File: src/rtl/ldst_sequencer.sv
// Execute-phase (T3 onward) Moore sequencer for ld, ldi and st on a shared-bus datapath.
// Every strobe is a flop loaded with the value for the state being entered, so outputs never see inputs combinationally.
module ldst_sequencer #(
  parameter int MEM_TIMEOUT = 15
) (
  input  logic        clock,
  input  logic        clear,
  input  logic        start,
  input  logic [31:0] ir,
  input  logic        mem_ready,
  output logic [15:0] rin_sel,
  output logic [15:0] rout_sel,
  output logic        ba_out,
  output logic        c_out,
  output logic        y_in,
  output logic        z_in,
  output logic        zlo_out,
  output logic        mar_in,
  output logic        mdr_in,
  output logic        mdr_out,
  output logic        mem_read,
  output logic        mem_write,
  output logic        alu_add,
  output logic        busy,
  output logic        done,
  output logic        error
);

  localparam logic [4:0] OP_LD  = 5'b00000;
  localparam logic [4:0] OP_LDI = 5'b00001;
  localparam logic [4:0] OP_ST  = 5'b00010;

  localparam int             CNT_W     = $clog2(MEM_TIMEOUT + 1);
  localparam logic [CNT_W-1:0] WAIT_LAST = CNT_W'(MEM_TIMEOUT - 1);

  typedef enum logic [2:0] {
    S_IDLE,
    S_T3,
    S_T4,
    S_T5,
    S_T6,
    S_T7,
    S_DONE,
    S_ERR
  } state_t;

  state_t           r_state;
  logic [4:0]       r_op;
  logic [3:0]       r_ra;
  logic [CNT_W-1:0] r_wait_cnt;

  logic [15:0] r_rin_sel;
  logic [15:0] r_rout_sel;
  logic        r_ba_out;
  logic        r_c_out;
  logic        r_y_in;
  logic        r_z_in;
  logic        r_zlo_out;
  logic        r_mar_in;
  logic        r_mdr_in;
  logic        r_mdr_out;
  logic        r_mem_read;
  logic        r_mem_write;
  logic        r_alu_add;
  logic        r_busy;
  logic        r_done;
  logic        r_error;

  logic        w_start_legal;
  logic        w_is_ld;
  logic        w_is_ldi;
  logic [15:0] w_ra_onehot;
  logic        w_wait_expired;
  logic        w_unused_ir;

  assign w_start_legal  = (ir[31:27] == OP_LD) || (ir[31:27] == OP_LDI) || (ir[31:27] == OP_ST);
  assign w_is_ld        = (r_op == OP_LD);
  assign w_is_ldi       = (r_op == OP_LDI);
  assign w_ra_onehot    = 16'h0001 << r_ra;
  assign w_wait_expired = (r_wait_cnt == WAIT_LAST);
  // rb and C are consumed by the datapath itself (Grb / BAout, C sign-extension).
  assign w_unused_ir    = ^ir[22:0];

  always_ff @(posedge clock or posedge clear) begin
    if (clear) begin
      r_state     <= S_IDLE;
      r_op        <= '0;
      r_ra        <= '0;
      r_wait_cnt  <= '0;
      r_rin_sel   <= '0;
      r_rout_sel  <= '0;
      r_ba_out    <= 1'b0;
      r_c_out     <= 1'b0;
      r_y_in      <= 1'b0;
      r_z_in      <= 1'b0;
      r_zlo_out   <= 1'b0;
      r_mar_in    <= 1'b0;
      r_mdr_in    <= 1'b0;
      r_mdr_out   <= 1'b0;
      r_mem_read  <= 1'b0;
      r_mem_write <= 1'b0;
      r_alu_add   <= 1'b0;
      r_busy      <= 1'b0;
      r_done      <= 1'b0;
      r_error     <= 1'b0;
    end else begin
      // NOTE: non-blocking defaults first; the later assignment in the case wins, so each state only lists the strobes it raises.
      r_rin_sel   <= '0;
      r_rout_sel  <= '0;
      r_ba_out    <= 1'b0;
      r_c_out     <= 1'b0;
      r_y_in      <= 1'b0;
      r_z_in      <= 1'b0;
      r_zlo_out   <= 1'b0;
      r_mar_in    <= 1'b0;
      r_mdr_in    <= 1'b0;
      r_mdr_out   <= 1'b0;
      r_mem_read  <= 1'b0;
      r_mem_write <= 1'b0;
      r_alu_add   <= 1'b0;
      r_done      <= 1'b0;
      r_busy      <= 1'b1;

      case (r_state)
        S_IDLE: begin
          r_busy <= 1'b0;
          if (start) begin
            r_op    <= ir[31:27];
            r_ra    <= ir[26:23];
            r_busy  <= 1'b1;
            r_error <= 1'b0;
            if (w_start_legal) begin
              r_state  <= S_T3;
              r_ba_out <= 1'b1;
              r_y_in   <= 1'b1;
            end else begin
              r_state <= S_ERR;
              r_error <= 1'b1;
              r_done  <= 1'b1;
            end
          end
        end

        S_T3: begin
          r_state   <= S_T4;
          r_c_out   <= 1'b1;
          r_alu_add <= 1'b1;
          r_z_in    <= 1'b1;
        end

        S_T4: begin
          r_state   <= S_T5;
          r_zlo_out <= 1'b1;
          if (w_is_ldi) r_rin_sel <= w_ra_onehot;
          else          r_mar_in  <= 1'b1;
        end

        S_T5: begin
          if (w_is_ldi) begin
            r_state <= S_DONE;
            r_done  <= 1'b1;
          end else begin
            r_state    <= S_T6;
            r_wait_cnt <= '0;
            r_mdr_in   <= 1'b1;
            if (w_is_ld) r_mem_read <= 1'b1;
            else         r_rout_sel <= w_ra_onehot;
          end
        end

        S_T6: begin
          if (!w_is_ld) begin
            r_state     <= S_T7;
            r_wait_cnt  <= '0;
            r_mem_write <= 1'b1;
          end else if (mem_ready) begin
            r_state   <= S_T7;
            r_mdr_out <= 1'b1;
            r_rin_sel <= w_ra_onehot;
          end else if (w_wait_expired) begin
            r_state <= S_ERR;
            r_error <= 1'b1;
            r_done  <= 1'b1;
          end else begin
            r_wait_cnt <= r_wait_cnt + CNT_W'(1);
            r_mem_read <= 1'b1;
            r_mdr_in   <= 1'b1;
          end
        end

        S_T7: begin
          if (w_is_ld || mem_ready) begin
            r_state <= S_DONE;
            r_done  <= 1'b1;
          end else if (w_wait_expired) begin
            r_state <= S_ERR;
            r_error <= 1'b1;
            r_done  <= 1'b1;
          end else begin
            r_wait_cnt  <= r_wait_cnt + CNT_W'(1);
            r_mem_write <= 1'b1;
          end
        end

        default: begin
          r_state <= S_IDLE;
          r_busy  <= 1'b0;
        end
      endcase
    end
  end

  assign rin_sel   = r_rin_sel;
  assign rout_sel  = r_rout_sel;
  assign ba_out    = r_ba_out;
  assign c_out     = r_c_out;
  assign y_in      = r_y_in;
  assign z_in      = r_z_in;
  assign zlo_out   = r_zlo_out;
  assign mar_in    = r_mar_in;
  assign mdr_in    = r_mdr_in;
  assign mdr_out   = r_mdr_out;
  assign mem_read  = r_mem_read;
  assign mem_write = r_mem_write;
  assign alu_add   = r_alu_add;
  assign busy      = r_busy;
  assign done      = r_done;
  assign error     = r_error;

endmodule
File: config.mk
export PLATFORM = sky130hd
export DESIGN_NAME = ldst_sequencer
export DESIGN_NICKNAME = d
export VERILOG_FILES = /design/src/rtl/ldst_sequencer.sv
export SDC_FILE = /design/constraint.sdc
export NUM_CORES = 1
export LEC_CHECK = 0
export CAP_MARGIN = 10
export CELL_PAD_IN_SITES_DETAIL_PLACEMENT = 1
export CELL_PAD_IN_SITES_GLOBAL_PLACEMENT = 2
export CORE_MARGIN = 4
export CORE_UTILIZATION = 27
export CTS_CLUSTER_DIAMETER = 150
export DETAILED_ROUTE_END_ITERATION = 10
export PLACE_DENSITY_LB_ADDON = 0.1
export SLEW_MARGIN = 20
export SYNTH_ARGS = -nofsm -noshare
export SYNTH_HDL_FRONTEND = slang
export SYNTH_SLANG_ARGS = --single-unit
File: constraint.sdc
create_clock -name clock -period 2.7 [get_ports clock]
set_input_delay 0.54 -clock clock [delete_from_list [all_inputs] [get_ports clock]]
set_output_delay 0.54 -clock clock [all_outputs]
set_load 0.01 [all_outputs]
Word-level counts from Yosys, hierarchy flattened

Index checks and enable logic that the tools add are counted.

Register bits: 59
Input port bits: 36
Output and inout bits: 46
Logic and storage cells: 103

Add/subtract/negate cells: 1
Equality and inequality tests: 15
Shift-type cells: 1
Muxes and demuxes: 57
Reductions and logical operators: 12

Operators with widths:

| operator             | count |
|---|---|
| $mux 16              | 6 |
| $pmux 16 s2          | 1 |
| $mux 1               | 30 |
| $mux 4               | 5 |
| $mux 3               | 6 |
| $pmux 3 s6           | 1 |
| $shl 1x4->16 const A | 1 |
| $pmux 4 s3           | 1 |
| $eq 5x1->1 const B   | 2 |
| $logic_not 5->1      | 2 |
| $ne 2x2->1 const B   | 5 |
| $pmux 1 s2           | 4 |
| $eq 3x2->1 const B   | 2 |
| $eq 3x3->1 const B   | 2 |
| $reduce_bool 3->1    | 2 |
| $eq 5x2->1 const B   | 1 |
| $reduce_and 5->1     | 1 |
| $reduce_or 5->1      | 1 |
| $add 4x1->4 const B  | 1 |
| $eq 4x4->1 const B   | 1 |
| $pmux 1 s4           | 1 |
| $reduce_and 4->1     | 1 |
| $eq 3x1->1 const B   | 1 |
| $logic_not 3->1      | 1 |
| other kinds (5)      | 7 |

Logic depth before layout (Yosys ltp)

Word-level depth: 6
Mapped depth: 6

Worst setup path after synthesis

Ideal clock, no wire load.

Kind: register to register
Start point: register r_op[1]
End point: register r_wait_cnt[2]
Arrival time: 1.658 ns
Slack: 0.922 ns
Cell stages (with the launch flop): 6
Path buffers: 1
Cell sequence: dfrtp_1 -> or4_1 -> buf_6 -> o311ai_4 -> a21boi_0 -> o22a_2

Cells in the longest elaborated chain, start to end: 4
Elaborated cells between the ends (all ways): 9
Those cells by class: 4 x eq/ne; 2 x mux; 3 x reduce/logical

Ends and longest elaborated chain:

| element                           | RTL line | text |
|---|---|---|
| start, declared                   | 48       | `logic [4:0] r_op;` |
| start signal, assigned            | 128      | `r_op <= ir[31:27];` |
| $logic_not 5->1                   | 77       | `assign w_is_ld = (r_op == OP_LD);` |
| $logic_or 1x1->1                  | 192      | `if (w_is_ld \|\| mem_ready) begin` |
| $ne 2x2->1 (no source line)       | --       |  |
| $reduce_and 4->1 (no source line) | --       |  |
| end signal, assigned              | 185      | `r_wait_cnt <= r_wait_cnt + CNT_W'(1);` |
| end signal, assigned              | 200      | `r_wait_cnt <= r_wait_cnt + CNT_W'(1);` |
| end, declared                     | 50       | `logic [CNT_W-1:0] r_wait_cnt;` |

Several ways; a longest one is shown, not always the timed one.
A chain may end at the register's enable or synchronous reset.

Worst setup path after layout

Ends and elaborated chain as after synthesis.

==> results.yml <==
synth:
  syn_avg_cell_area_um2: 11.7
  synthFlopType: "dfrtp_1"
  ys_ff_latch: 59
  synthCells: 206
  synth-warning-count: 0
  syn_nets: 244
  syn-cell-area_um2: 2400
  yosys.cell_types.count: 45
  synthArstFlopShare_pct: 100
  synth_seq_area_share_pct: 61.4
  synth_edf_count: 0
hold_path:
  hold_end: "r_wait_cnt[3]"
  hp-class: "reg -> reg"
  min_from: "r_wait_cnt[3]"
  whs_path_depth: 1
clocking:
  post_cts_buffers: 0
  cts_tree: "yes"
  cts_sinks: 59
  clk_latency_ns: 0.33
  clkTransAtPathRegs_ns: 0.07
  postCtsHoldBufs: 0
  ctsResizeCount: 0
  ctsRootBufferMaster: "clkbuf_8"
  clock_path_buffers: 2
  h-tree-depth: 3
  cts_made_buffers: 9
global_routing:
  grt_pass1_wl_um: 9980
  grt_usage_pct: 12.6
  antenna_found_initial: 0
  first_global_vias: 1841
  grt_max_degree: 60
  grt_overflow: 0
timing:
  timing.slew.headroom_pct: 68.4
  finalMaxSlewViolations: 0
  worst_slack_ns: 0.729
  hold_ws_ns: 0.538
  period_needed_ns: 1.97
  setup_viol: 0
  fin_skew_ns: 0.00818
  tightest_slew_ns: 0.474
  fmax_mhz: 507
  setup_tns_ns: 0
  final-hold-violation-count: 0
  rsz0062_at_grt: "false"
  final.period_utilization_pct: 73.0
floorplanning:
  core_region_area_um2: 8680
  die_h_um: 102
  rows: 34
  die_width_um: 102
  io_pins: 82
  start_util_pct: 27.7
  die_area_um2: 10500
power:
  p_per_area_nw_per_um2: 899
  power.total_mw: 2.95
  p_leak_nw: 1.39
  irDropWorstVdd_mv: 0.351
setup_path:
  worst_ep_required_time_ns: 2.92
  cp-start-kind: "flip-flop"
  cp_data_arrival_time_ns: 2.19
  rr_startpoint: "r_op[1]"
  worstSetupPathType: "reg -> reg"
  r2r_slack_ns: 0.73
  r2r_end: "r_wait_cnt[2]"
  path_max_fanout: 6
  endpoint_kind: "flip-flop"
  r2r_cells: 4
drt:
  postRouteAntennaNets: 0
  vias: 1739
  drt-pass1-iter-count: 4
  drc: 0
  wl_per_cell_um: 15.8
  dr.first_iter.drc_count: 46
  wl_um: 5980
  routed_via_density: 4.60
finish:
  final_common_cell: "dfrtp_1"
  final_nets: 304
  final_util_pct: 37.8
  syn_to_final_growth_pct: 36.6
  final_layout_size_suffix_gt1_share_pct: 15.2
  num_antenna_cells: 0
  final_cell_mix: "59 x dfrtp_1, 58 x clkdlybuf4s50_1, 36 x nor2_1, 11 x nor3_1, 10 x clkbuf_8"
placement:
  hpwl_um: 4180
  gp_congestion: 0.711
  place_ws_ns: 0.516
  portBuffers: 58
run_status:
  status: "completed"
run:
  max-cap-violations: 0
worst max-delay path, stage by stage, from the launching register on:
cell      delay (ns)
dfrtp_1         0.39
or4_1           0.70
o311ai_4        0.41
a21boi_0        0.15
o22a_2          0.21
metal layers:
layer / vias to the layer above / wire (um) / GRT usage [%]
met3: 7 / 309 / 3.96
met1: 861 / 2880 / 18.1
met2: 42 / 2710 / 18.0
li1: 829 / - / -
met5: - / 0 / 0
met4: 0 / 79 / 4.24
how the worst max path moves through the flow:
stage / start / end / cells after the start
floorplan: clear / alu_add / 1
global placement: mem_ready / rin_sel[6] / 5
detailed placement: mem_ready / rin_sel[6] / 5
CTS: r_op[1] / r_wait_cnt[2] / 4
global route: r_op[1] / r_wait_cnt[2] / 4
finish: r_op[1] / r_wait_cnt[2] / 4
metrics by stage:
stage                     std cells  cell area, um^2
after floorplan                 206             2400
after global placement          363             3090
after detailed placement        363             3090
after CTS                       378             3280
after global routing            378             3280
final                           378             3280
synthesized netlist by cell type (3+ instances only):
cell	n	area, um^2
or3_1	3	18.8
nor2_1	36	135
clkbuf_1	8	30.0
inv_1	4	15.0
mux2_2	9	101
a31oi_1	3	18.8
nand3_1	7	35.0
buf_4	4	30.0
dfrtp_1	59	1480
o21ai_0	3	15.0
nor3_1	11	55.1
a21oi_1	3	15.0
nand3b_1	4	30.0
nand2_1	8	30.0
nand2b_1	6	37.5
state kept, by name, summed over array words and instances, names as in the netlist, 3 cells and up:
register    cells
rin_sel        16
rout_sel       16
r_op            5
r_ra            4
r_wait_cnt      4
r_state         3
cell type report:
| type | instances | area (um^2) |
|---|---|---|
| fill | 958 | 5390 |
| sequential | 59 | 1480 |
| multi-input combinational | 128 | 828 |
| timing repair buffer | 64 | 638 |
| clock buffer | 10 | 138 |
| tap | 108 | 135 |
| clock inverter | 5 | 53.8 |
| inverter | 4 | 15.0 |
where the power goes:
part / switching (mW) / internal, mW / leakage [nW]
sequential: 0.223 / 1.04 / 0.788
clock: 0.350 / 0.443 / 0.102
combinational: 0.454 / 0.441 / 0.503
total: 1.03 / 1.93 / 1.39
logic make-up (layout without fill, tap and decap cells):
logic type / count (synthesis) / count (layout) / share of synthesized area [%]
buf+inv: 19 / 83 / 4.37
fa+ha+maj: 2 / 2 / 1.04
mux: 9 / 9 / 4.22
xor+xnor: 1 / 1 / 0.364
flops: 59 / 59 / 61.4
compound gates: 28 / 28 / 10.3
simple gates: 88 / 88 / 18.3
No activity file was read; power rests on OpenSTA's default activity.
